**config.mk**
```make
export PLATFORM = sky130hd
export DESIGN_NAME = reg_dump_scanner
export DESIGN_NICKNAME = d
export VERILOG_FILES = /design/src/rtl/reg_dump_pkg.sv /design/src/rtl/reg_snapshot_mux.sv /design/src/rtl/reg_dump_scanner.sv
export SDC_FILE = /design/constraint.sdc
export NUM_CORES = 1
export LEC_CHECK = 0
export CAP_MARGIN = 30
export CORE_UTILIZATION = 55
export DETAILED_ROUTE_END_ITERATION = 10
export PLACE_DENSITY = 0.95
export SLEW_MARGIN = 20
export SYNTH_ARGS = -nofsm -noshare
export SYNTH_HDL_FRONTEND = slang
export SYNTH_HIERARCHICAL = 1
export SYNTH_SLANG_ARGS = --single-unit
```
**constraint.sdc**
```tcl
create_clock -name CLK -period 15.4 [get_ports CLK]
set_input_delay 3.08 -clock CLK [delete_from_list [all_inputs] [get_ports CLK]]
set_output_delay 3.08 -clock CLK [all_outputs]
set_load 0.01 [all_outputs]
```
**src/rtl/reg_dump_pkg.sv**
```systemverilog
// Shared constants, register indices and FSM states for the
// register-dump scanner.
package reg_dump_pkg;

    localparam int NUM_REGS = 11;
    localparam int REG_W    = 16;
    localparam int IDX_W    = 4;

    localparam logic [IDX_W-1:0] IDX_R0 = 4'd0;
    localparam logic [IDX_W-1:0] IDX_R1 = 4'd1;
    localparam logic [IDX_W-1:0] IDX_R2 = 4'd2;
    localparam logic [IDX_W-1:0] IDX_R3 = 4'd3;
    localparam logic [IDX_W-1:0] IDX_R4 = 4'd4;
    localparam logic [IDX_W-1:0] IDX_R5 = 4'd5;
    localparam logic [IDX_W-1:0] IDX_R6 = 4'd6;
    localparam logic [IDX_W-1:0] IDX_R7 = 4'd7;
    localparam logic [IDX_W-1:0] IDX_SP = 4'd8;
    localparam logic [IDX_W-1:0] IDX_IH = 4'd9;
    localparam logic [IDX_W-1:0] IDX_T  = 4'd10;

    typedef enum logic [1:0] {
        IDLE = 2'd0,
        SEND = 2'd1,
        FIN  = 2'd2
    } state_t;

endpackage

```
**src/rtl/reg_snapshot_mux.sv**
```systemverilog
// Selects one 16-bit register word out of the packed debug-bus image.
// Word 0 (R0) sits in the most significant slice.
module reg_snapshot_mux #(
    parameter int NUM_REGS = 11,
    parameter int REG_W    = 16
) (
    input  logic [NUM_REGS*REG_W-1:0] snap,
    input  logic [3:0]                sel,
    output logic [REG_W-1:0]          word
);

    // Constant-slice decode keeps out-of-range selects at zero
    always_comb begin
        word = '0;
        for (int i = 0; i < NUM_REGS; i++) begin
            if (sel == 4'(i)) begin
                word = snap[(NUM_REGS-1-i)*REG_W +: REG_W];
            end
        end
    end

endmodule

```
**src/rtl/reg_dump_scanner.sv**
```systemverilog
// Snapshots the register-file debug bus and streams it one word per beat.
// Optional REG_DUMP_CHANGED_ONLY_EN skips words unchanged since last dump.
module reg_dump_scanner #(
    parameter int NUM_REGS = reg_dump_pkg::NUM_REGS,
    parameter int REG_W    = reg_dump_pkg::REG_W
) (
    input  logic                      CLK,
    input  logic                      RST,
    input  logic                      start,
    input  logic [NUM_REGS*REG_W-1:0] regSnapshot,
    output logic                      outValid,
    input  logic                      outReady,
    output logic [3:0]                outIndex,
    output logic [REG_W-1:0]          outData,
    output logic                      busy,
    output logic                      done
);

    import reg_dump_pkg::*;

    localparam int SNAP_W = NUM_REGS * REG_W;
    localparam logic [3:0] LAST_IDX = 4'(NUM_REGS - 1);

    state_t            state;
    state_t            stateNext;
    logic [3:0]        idx;
    logic [3:0]        idxNext;
    logic [SNAP_W-1:0] snapshot;
    logic              capture;
    logic              skip;
    logic [REG_W-1:0]  curWord;

    reg_snapshot_mux #(
        .NUM_REGS (NUM_REGS),
        .REG_W    (REG_W)
    ) uCurMux (
        .snap (snapshot),
        .sel  (idx),
        .word (curWord)
    );

`ifdef REG_DUMP_CHANGED_ONLY_EN
    logic [SNAP_W-1:0] prevSnap;
    logic              firstDump;
    logic [REG_W-1:0]  prevWord;

    reg_snapshot_mux #(
        .NUM_REGS (NUM_REGS),
        .REG_W    (REG_W)
    ) uPrevMux (
        .snap (prevSnap),
        .sel  (idx),
        .word (prevWord)
    );

    assign skip = !firstDump && (curWord == prevWord);

    // Remember the completed dump as the reference for the next one
    always_ff @(posedge CLK or posedge RST) begin
        if (RST) begin
            prevSnap  <= '0;
            firstDump <= 1'b1;
        end else if (state == FIN) begin
            prevSnap  <= snapshot;
            firstDump <= 1'b0;
        end
    end
`else
    assign skip = 1'b0;
`endif

    // State, beat index and the frozen register image
    always_ff @(posedge CLK or posedge RST) begin
        if (RST) begin
            state    <= IDLE;
            idx      <= '0;
            snapshot <= '0;
        end else begin
            state <= stateNext;
            idx   <= idxNext;
            if (capture) begin
                snapshot <= regSnapshot;
            end
        end
    end

    // Next state, index advance and beat outputs
    always_comb begin
        stateNext = state;
        idxNext   = idx;
        capture   = 1'b0;
        outValid  = 1'b0;
        outIndex  = '0;
        outData   = '0;
        busy      = 1'b0;
        done      = 1'b0;
        unique case (state)
            IDLE: begin
                if (start) begin
                    stateNext = SEND;
                    idxNext   = '0;
                    capture   = 1'b1;
                end
            end
            SEND: begin
                busy     = 1'b1;
                outValid = !skip;
                if (!skip) begin
                    outIndex = idx;
                    outData  = curWord;
                end
                if (skip || outReady) begin
                    if (idx == LAST_IDX) begin
                        stateNext = FIN;
                    end else begin
                        idxNext = idx + 4'd1;
                    end
                end
            end
            FIN: begin
                busy      = 1'b1;
                done      = 1'b1;
                stateNext = IDLE;
            end
            default: begin
                stateNext = IDLE;
            end
        endcase
    end

endmodule

```
## Word level (Yosys, flattened, before mapping)

Cells that the tools add are included.

- Add/sub/neg operators: 1
- Eq/ne operators: 16
- Muxes and demuxes: 26
- Reductions and logical operators: 6

Operators by type and width:

| operator | count |
|---|---|
| $mux W16 | 12 |
| $eq A4 B3 Y1 const B | 4 |
| $mux W4 | 4 |
| $eq A4 B4 Y1 const B | 3 |
| $eq A4 B2 Y1 const B | 2 |
| $ne A2 B2 Y1 const B | 4 |
| $pmux W4 S2 | 1 |
| $mux W2 | 3 |
| $mux W1 | 5 |
| $add A4 B1 Y4 const B | 1 |
| $eq A4 B1 Y1 const B | 1 |
| $logic_not A4 Y1 | 1 |
| $pmux W2 S2 | 1 |
| $reduce_and A4 Y1 | 1 |
| $reduce_and A3 Y1 | 1 |
| $eq A2 B1 Y1 const B | 1 |
| $eq A2 B2 Y1 const B | 1 |
| $logic_not A2 Y1 | 1 |
| $reduce_bool A2 Y1 | 1 |
| $reduce_or A2 Y1 | 1 |

- Flip-flop bits (word level): 182
- Input bits: 180
- Output and inout port bits: 23
- Logic and storage cells: 52

## Logic depth before layout (Yosys ltp)

Gate-level depths: netlist of the first run.

- Word-level depth: 13
- Gate-level depth with buffers: 9
- Mapped depth without buffers: 5

## Modules after synthesis

Netlist of the first run, hierarchy kept.

By module, submodules not included:

| module | instances | cells an instance | area each (µm²) | seq. area each (µm²) |
|---|---|---|---|---|
| reg_dump_scanner | 1 | 437 | 7053.0 | 4554.4 |
| reg_snapshot_mux | 1 | 296 | 1891.8 | 0.0 |

## Least setup slack after synthesis of the first run

No wires, ideal clock.

- Path type: register to output
- From: register idx[0]
- To: output port outData[13]
- Arrival time: 1.542 ns
- Required time: 12.320 ns
- Slack: 10.778 ns
- Cell stages (with the launch flop): 8
- Path buffers: 2
- Path through: dfrtp_1 -> buf_6 -> buf_6 -> mux2_4 -> a32oi_1 -> o22ai_1 -> a21o_1 -> and2_1

- Cells in the longest elaborated chain, start to end: 13
- Elaborated cells between the ends (all ways): 23
- Those cells by class: eq/ne (10); mux (12); reduce/logical (1)

Ends and longest elaborated chain:

| item | RTL line | text |
|---|---|---|
| start: declaration | reg_dump_scanner.sv:26 | `logic [3:0] idx;` |
| start signal: assignment | reg_dump_scanner.sv:80 | `idx <= idxNext;` |
| $logic_not A4 Y1 | reg_snapshot_mux.sv:16 | `if (sel == 4'(i)) begin` |
| $mux W16 (10 in series) | reg_snapshot_mux.sv:16 |  |
| $mux W16 (*) | reg_snapshot_mux.sv:16 |  |
| net curWord[13] | reg_dump_scanner.sv:31 | `logic [REG_W-1:0] curWord;` |
| $mux W16 (*) | reg_dump_scanner.sv:97 | `unique case (state)` |
| end: declaration | reg_dump_scanner.sv:14 | `output logic [REG_W-1:0] outData,` |

The timed path passes the listed nets; every way through them passes the cells marked *.

## Worst setup path in the final report of the first run

- From: register idx[0]
- To: output port outData[9]

Same word-level chain as after synthesis.

==> results.cfg, run 1 <==
[die]
core_area_um2 = 15900
die-width_um = 130
die_h_um = 130
io_pins = 203
rows = 46
die_area_um2 = 16800
start_util = 0.563

[drt]
dr.pass1.iters = 5
met3WireLength_um = 1780
ant_nets = 0
highest_layer = met4
m1WireLength_um = 9600
drc = 0
via_per_inst = 6.00
totalWireLength_um = 23700
drt_iter0_markers = 526
wl_met2_um = 11300
vias = 6805
routedWlPerCell_um = 20.8

[logic_synthesis]
ys_seq_area_frac = 0.509
synthArstFlopShare = 1.00
synthesis.nets = 918
synth_warnings = 6
synth_cells = 733
ys_top_cells_by_area = dfrtp_1 51%, mux2_2 22%, mux2i_1 3.8%
synth_area_um2 = 8940
synth_top_cell_by_area = dfrtp_1
synth.top_cell.area_share = 0.509
synth-seq-cells = 182
synth_edf_count = 0
ys_types = 50
synthFlopType = dfrtp_1
avgSynthCellArea_um2 = 12.2

[clocking]
cts_hold_buffers = 0
cts-resized-gates = 0
cts_root_buf = clkbuf_16
cts_sinks = 182
htree_levels = 4
cts_setup_buffers = 0
cts_tree = yes
insertion_delay_ns = 0.44
cts_buffer_depth = 2
path_clk_slew_ns = 0.07
cts-buffers-inserted = 17

[timing]
fmaxAchievable_mhz = 145
fin_crit_ns = 6.88
slew_headroom = 0.391
finalSetupViolCount = 0
hold_violations = 0
setup_tns_ns = 0
maxSlewViolCount = 0
period_share = 0.447
tightest_slew_ns = 0.910
skew_ns = 0.00580
rsz0062_at_grt = no

[global_route]
grt_first_pass_wirelength_um = 36300
grt_overflow = 0
grt_max_degree = 127
first_global_vias = 6806
grtUsageTotal = 0.292
antenna_found_initial = 0

[worst_setup_path]
cp-end-kind = output pin
reg2reg_slack_ns = 12.61
r2r_end = idx[0]$_DFFE_PP0P_
worstSetupPathType = register to output pin
critPathMaxFanout = 62
arrival_ns = 3.80
reg2regPathDepth = 6
crit_required_ns = 12.32
crit_end = outData[9]
crit_start = idx[0]$_DFFE_PP0P_
r2r_start = idx[0]$_DFFE_PP0P_
start_kind = register

[status]
status = finished clean

[pwr]
ir_drop_uv = 130
p_per_area_nw_per_um2 = 200
leakagePower_uw = 0.00477

[hold_path]
hp-class = register to register

[layout]
drive_above_1_share = 0.245
fin_nets = 1091
insertedDiodeCount = 0
finalNonFillerCells = 1135
areaGrowthSynthToFinish_pct = 29.9

[placed_design]
port_buffers = 202
placedCellCount = 1102
gp_congestion = 0.895
dp_hpwl_um = 16800

[flow_run]
max_cap_violations = 0
## registers in the layout, indices dropped and copies added, names as in the netlist
| name | flops |
|---|---|
| state | 2 |
| snapshot | 176 |
| idx | 4 |
## worst min path at each step
stage / startpoint / endpoint / slack (ns) / cells after the start
floorplan: snapshot[112]$_DFFE_PP0P_ / snapshot[112]$_DFFE_PP0P_ / 0.47 / 1
global route: snapshot[113]$_DFFE_PP0P_ / snapshot[113]$_DFFE_PP0P_ / 0.51 / 1
CTS: snapshot[115]$_DFFE_PP0P_ / snapshot[115]$_DFFE_PP0P_ / 0.50 / 1
detailed placement: snapshot[120]$_DFFE_PP0P_ / snapshot[120]$_DFFE_PP0P_ / 0.48 / 1
global placement: snapshot[73]$_DFFE_PP0P_ / snapshot[73]$_DFFE_PP0P_ / 0.48 / 1
finish: snapshot[115]$_DFFE_PP0P_ / snapshot[115]$_DFFE_PP0P_ / 0.50 / 1
## Yosys cell counts, types with 4 or more instances
master,count
dfrtp_1,182
mux2_2,177
nand2_1,45
o21ai_0,44
buf_2,39
mux2i_1,34
and2_1,21
nor2b_1,16
nand3b_1,15
nor2_1,12
o2bb2ai_1,12
and3_1,11
o211ai_1,11
o22ai_1,11
a221oi_1,10
o2111ai_1,10
nor3_1,8
inv_1,7
clkbuf_1,6
nand3_1,6
ha_1,5
a21oi_1,4
buf_4,4
buf_6,4
nand2b_1,4
## per-stage QoR
stage          setup slack (ns)  utilization  hold WS (ns)  power (uW)  cell area, um2
2_1_floorplan              7.38            -         0.471        1540            8940
3_3_place_gp               9.15        0.693         0.481        1810           11000
3_5_place_dp               9.08        0.693         0.484        1860           11000
4_1_cts                    8.59        0.730         0.504        2310           11600
5_1_grt                    8.36        0.731         0.512        2440           11600
6_report                   8.52        0.731         0.503        2320           11600
## per-layer routing
| layer | track usage | vias to the layer above |
|---|---|---|
| met4 | 0.153 | 0 |
| li1 | - | 3018 |
| met3 | 0.0681 | 74 |
| met1 | 0.373 | 3375 |
| met5 | 0 | - |
| met2 | 0.464 | 338 |
## layout by cell type (no fill, tap or decap), types with 12 or more instances in the layout
cell	count
o21ai_0	44
nand2_1	44
and2_1	21
mux2_2	177
dfrtp_1	180
mux2i_1	34
nor2b_1	16
clkbuf_16	17
o2bb2ai_1	12
clkdlybuf4s50_1	202
nand3b_1	15
nor2_1	12
## area by class of cell
class / instances / area [um2]
sequential: 182 / 4560
fill: 1048 / 4270
multi-input combinational: 487 / 4060
timing repair buffer: 210 / 2090
clock buffer: 25 / 505
tap: 216 / 270
clock inverter: 7 / 92.6
inverter: 8 / 37.5
## critical path, cell delays in order, from the launching register on
cell and delay (ns):
dfrtp_4 0.69, buf_4 0.44, nor2_2 0.62, and3_1 0.49
a221oi_1 0.11, o211ai_1 0.27, and2_1 0.19, clkdlybuf4s50_1 0.54
## logic make-up after synthesis
kind of cell               count (synthesis)  synth area share
muxes                                    213             0.264
DFF                                      182             0.509
and+or+nand+nor                          148            0.0899
AOI/OAI and AO/OA                        121            0.0926
buffers and inverters                     64            0.0375
adders and majority gates                  5           0.00699
## report_power, final
group          total, uW  internal (uW)  switching (uW)
clock network        440            260             179
registers            893            723             170
logic                989            530             459
total               2320           1510             808
(Power assumes the default switching activity.)
==> inputs of run 2 (changes only) <==
Settings changed: CORE_UTILIZATION 55 to 46, PLACE_DENSITY 0.95 to 0.87.
Clock period 15.4 ns to 5.6 ns, I/O delays scaled along.
==> run 2 against run 1 <==
Flip-flop and latch count is the same. Via count shrank 2.9%. Final area grew 0.85%. Register-to-register slack lost 10 ns. Worst setup slack lost 7.5 ns. Sequential share of layout area shrank 0.33 points. Clock skew shrank 0.00073 ns. Critical endpoint is now outData[3]. Highest routed layer is now met5. Clock power grew to 2.8 times the previous value. Global-route usage shrank 5.0 points.
==> results.cfg, run 2 (synthesized netlist as in run 1, its figures left out) <==
[clocking]
cts_sinks = 182
path_clk_slew_ns = 0.07
htree_levels = 4
cts_tree = yes
cts-buffers-inserted = 17
cts_setup_buffers = 0
insertion_delay_ns = 0.42
cts-resized-gates = 0
cts_buffer_depth = 2
cts_root_buf = clkbuf_16
cts_hold_buffers = 0

[die]
io_pins = 203
rows = 50
start_util = 0.473
die_h_um = 141
core_area_um2 = 18900
die_area_um2 = 20000
die-width_um = 141

[layout]
final_cell_mix = 202 x clkdlybuf4s50_1, 180 x dfrtp_1, 177 x mux2_2
areaGrowthSynthToFinish_pct = 31.0
design_area_um2 = 11700
drive_above_1_share = 0.249
finalNonFillerCells = 1181
top_register = snapshot
fin_nets = 1092
top_regs = snapshot (176), idx (4), state (2)
largest_reg_flops = 176
final_common_cell = clkdlybuf4s50_1

[global_route]
grt_overflow = 0
antenna_found_initial = 4
first_global_vias = 6725
grtUsageTotal = 0.242
grt_max_degree = 98
grt_first_pass_wirelength_um = 36700

[placed_design]
port_buffers = 202
pre_cts_slack_ns = 1.50
gp_congestion = 0.844
dp_hpwl_um = 16800
place_area_um2 = 11100
placedCellCount = 1147

[pwr]
combPwrFrac = 0.419
p_sw_frac = 0.349
power.switching_uw = 2230
p_per_area_nw_per_um2 = 546
leakagePower_uw = 0.00478
pwr-share-clk = 0.193
ir_drop_uv = 266
seqPwrFrac = 0.388
internal_power_uw = 4170

[timing]
slew_headroom = 0.403
fin_ws_ns = 1.03
maxSlewViolCount = 0
tightest_slew_ns = 0.893
setup_tns_ns = 0
period_share = 0.816
rsz0062_at_grt = no
fmaxAchievable_mhz = 219
skew_ns = 0.00507
finalSetupViolCount = 0
hold_violations = 0
fin_crit_ns = 4.57

[drt]
via_per_inst = 5.60
ant_nets = 0
dr.pass1.iters = 5
vias = 6609
drc = 0
drt_iter0_markers = 420
routedWlPerCell_um = 19.9
totalWireLength_um = 23500

[worst_setup_path]
arrival_ns = 3.45
worstSetupPathType = register to output pin
reg2reg_slack_ns = 2.64
crit_required_ns = 4.48
start_kind = register
critPathMaxFanout = 63
cp-end-kind = output pin

[status]
status = finished clean

[flow_run]
max_cap_violations = 0

[hold_path]
hp-class = register to register
## run 2: changes by cell type in the layout (fill, tap and decap cells not counted)
cell,before,now
buf_4,7,6
inv_6,0,4
bufinv_16,2,3
diode_2,0,1
clkinv_4,2,1
buf_12,0,2
inv_8,1,0
clkinvlp_4,0,4
clkbuf_1,3,0
clkbuf_8,5,1
## run 2: per-stage QoR
stage / total power, uW / hold slack (ns) / util
2_1_floorplan: 4230 / 0.471 / -
3_3_place_gp: 5020 / 0.483 / 0.587
3_5_place_dp: 5140 / 0.490 / 0.587
4_1_cts: 6390 / 0.505 / 0.619
5_1_grt: 6770 / 0.516 / 0.620
6_report: 6400 / 0.506 / 0.620
## run 2: power by group through the flow
stage	Combinational, uW	Sequential (uW)	Clock (uW)
floorplan	1990	2250	0
CTS	2660	2480	1260
global placement	2560	2460	0
global route	2890	2560	1310
detailed placement	2640	2500	0
finish	2680	2490	1230
## run 2: path summary, 6_finish.rpt
path	from	to	cells past startpoint
worst max register to register	idx[0]$_DFFE_PP0P_	idx[0]$_DFFE_PP0P_	6
worst min-delay path	snapshot[93]$_DFFE_PP0P_	snapshot[93]$_DFFE_PP0P_	1
worst max-delay path	idx[0]$_DFFE_PP0P_	outData[3]	6
max in group asynchronous	RST	snapshot[157]$_DFFE_PP0P_	3
worst min register to register	snapshot[93]$_DFFE_PP0P_	snapshot[93]$_DFFE_PP0P_	1
min in group asynchronous	RST	snapshot[110]$_DFFE_PP0P_	2
## run 2: layer usage
layer,vias up,GRT usage,wire (um)
li1,3016,-,-
met1,3252,0.326,10100
met2,285,0.377,10800
met3,50,0.0661,1890
met4,6,0.0838,662
met5,-,0,46
## run 2: area by class of cell
class,count,area (um2)
clock inverters,14,171
diodes,1,2.50
repair buffers,211,2120
well taps,260,325
flip-flops and latches,182,4560
inverters,8,33.8
clock buffers,18,439
fillers,1435,7180
multi-input cells,487,4060
## run 2: critical path: stages, from the launching register on
cell             delay (ns)
dfrtp_4                0.78
nor2_2                 0.63
and3_1                 0.49
a221oi_1               0.14
o211ai_1               0.25
and2_1                 0.19
clkdlybuf4s50_1        0.54
==> inputs of run 3 (changes only) <==
Settings changed: CORE_UTILIZATION 46 to 51, PLACE_DENSITY 0.87 to 0.91.
Clock period 5.6 ns to 4.65 ns, I/O delays scaled along.
==> run 3 against run 2 <==
Clock-buffer cell count grew 6. Clock power grew 13%. Cell count shrank 2.5%. Die area shrank 9.7%. Critical path depth grew 1. Worst setup slack lost 0.60 ns. Clock skew grew 0.0046 ns. Sequential share of layout area is essentially flat. Largest power group unchanged. Largest cell class unchanged. Highest routed layer is now met4. Non-clock buffer count grew 8. Final area is essentially flat.
==> results.cfg, run 3 (synthesized netlist as in run 1, its figures left out) <==
[clocking]
insertion_delay_ns = 0.43
cts_sinks = 182
cts_hold_buffers = 0
cts_root_buf = clkbuf_16
cts-buffers-inserted = 17
cts_tree = yes
path_clk_slew_ns = 0.07
cts-resized-gates = 0
htree_levels = 4
cts_buffer_depth = 2
cts_setup_buffers = 0

[global_route]
antenna_found_initial = 0
grt_first_pass_wirelength_um = 35300
first_global_vias = 6554
grt_max_degree = 60
grtUsageTotal = 0.261
grt_overflow = 0

[worst_setup_path]
arrival_ns = 3.29
start_kind = register
crit_required_ns = 3.72
cp-end-kind = output pin
worstSetupPathType = register to output pin
critPathMaxFanout = 36
reg2reg_slack_ns = 2.14

[layout]
fin_nets = 1100
areaGrowthSynthToFinish_pct = 31.0
top_regs = snapshot (176), idx (4), state (2)
largest_reg_flops = 176
top_register = snapshot
final_common_cell = clkdlybuf4s50_1
drive_above_1_share = 0.252
design_area_um2 = 11700
final_cell_mix = 202 x clkdlybuf4s50_1, 180 x dfrtp_1, 177 x mux2_2
final_util = 0.680
insertedDiodeCount = 0

[placed_design]
port_buffers = 202
place_area_um2 = 11100
gp_congestion = 0.894
dp_hpwl_um = 16800

[die]
die_area_um2 = 18100
die-width_um = 134
rows = 48
start_util = 0.519
core_area_um2 = 17200
die_h_um = 134
io_pins = 203

[timing]
setup_tns_ns = 0
fmaxAchievable_mhz = 237
fin_crit_ns = 4.22
maxSlewViolCount = 0
tightest_slew_ns = 0.933
finalSetupViolCount = 0
hold_slack_ns = 0.501
skew_ns = 0.00965
rsz0062_at_grt = no
hold_violations = 0
period_share = 0.908
slew_headroom = 0.376

[pwr]
p_per_area_nw_per_um2 = 650
leakagePower_uw = 0.00481
ir_drop_uv = 410

[status]
status = finished clean

[drt]
via_per_inst = 5.79
totalWireLength_um = 22800
dr.pass1.iters = 6
drc = 0
vias = 6664
routedWlPerCell_um = 19.8
drt_iter0_markers = 468
ant_nets = 0

[flow_run]
max_cap_violations = 0

[hold_path]
hp-class = register to register
## run 3: cell count changes in the layout (fill, tap and decap cells not counted)
cell,previous run,this run
buf_8,1,0
buf_4,6,12
clkinv_2,3,1
clkbuf_1,0,2
buf_12,2,5
clkinvlp_4,4,3
diode_2,1,0
inv_6,4,1
bufinv_16,3,1
clkbuf_8,1,5
## run 3: layout make-up
| type | count | area, um2 |
|---|---|---|
| multi-input combinational | 487 | 4060 |
| fill | 1263 | 5520 |
| clock inverter | 6 | 67.6 |
| clock buffer | 24 | 502 |
| sequential | 182 | 4560 |
| tap | 225 | 282 |
| timing repair buffer | 219 | 2210 |
| inverter | 8 | 33.8 |
## run 3: stage by stage
step,power [uW],setup slack (ns),std cells
finish,7620,0.427,1151
global route,8050,0.300,1151
CTS,7620,0.465,1151
detailed placement,6210,0.957,1121
global placement,6080,1.05,1120
floorplan,5100,1.38,733
## run 3: power by group
part           switching (uW)  total (uW)  internal (uW)
clock network             583        1390            805
registers                 583        2980           2400
logic                    1470        3250           1780
total                    2630        7620           4990
## run 3: worst paths after layout
check                                    startpoint                       end  cells after the start
min                        snapshot[60]$_DFFE_PP0P_  snapshot[60]$_DFFE_PP0P_                      1
max in group asynchronous                       RST   snapshot[7]$_DFFE_PP0P_                      4
max                              idx[0]$_DFFE_PP0P_                outData[9]                      7
max reg2reg                      idx[0]$_DFFE_PP0P_        idx[0]$_DFFE_PP0P_                      6
min reg2reg                snapshot[60]$_DFFE_PP0P_  snapshot[60]$_DFFE_PP0P_                      1
min in group asynchronous                       RST  snapshot[54]$_DFFE_PP0P_                      2
## run 3: critical path: stages, from the launching register on
cell,delay [ns]
dfrtp_4,0.74
buf_4,0.44
mux2i_1,0.26
o21ai_0,0.12
a221oi_1,0.47
o211ai_1,0.15
and2_1,0.17
clkdlybuf4s50_1,0.51
## run 3: per-layer routing
metal / vias to the layer above / GRT usage / part of all wire
li1: 3015 / - / -
met1: 3288 / 0.359 / 0.43
met2: 316 / 0.408 / 0.47
met3: 45 / 0.0522 / 0.074
met4: 0 / 0.105 / 0.025
met5: - / 0 / 0
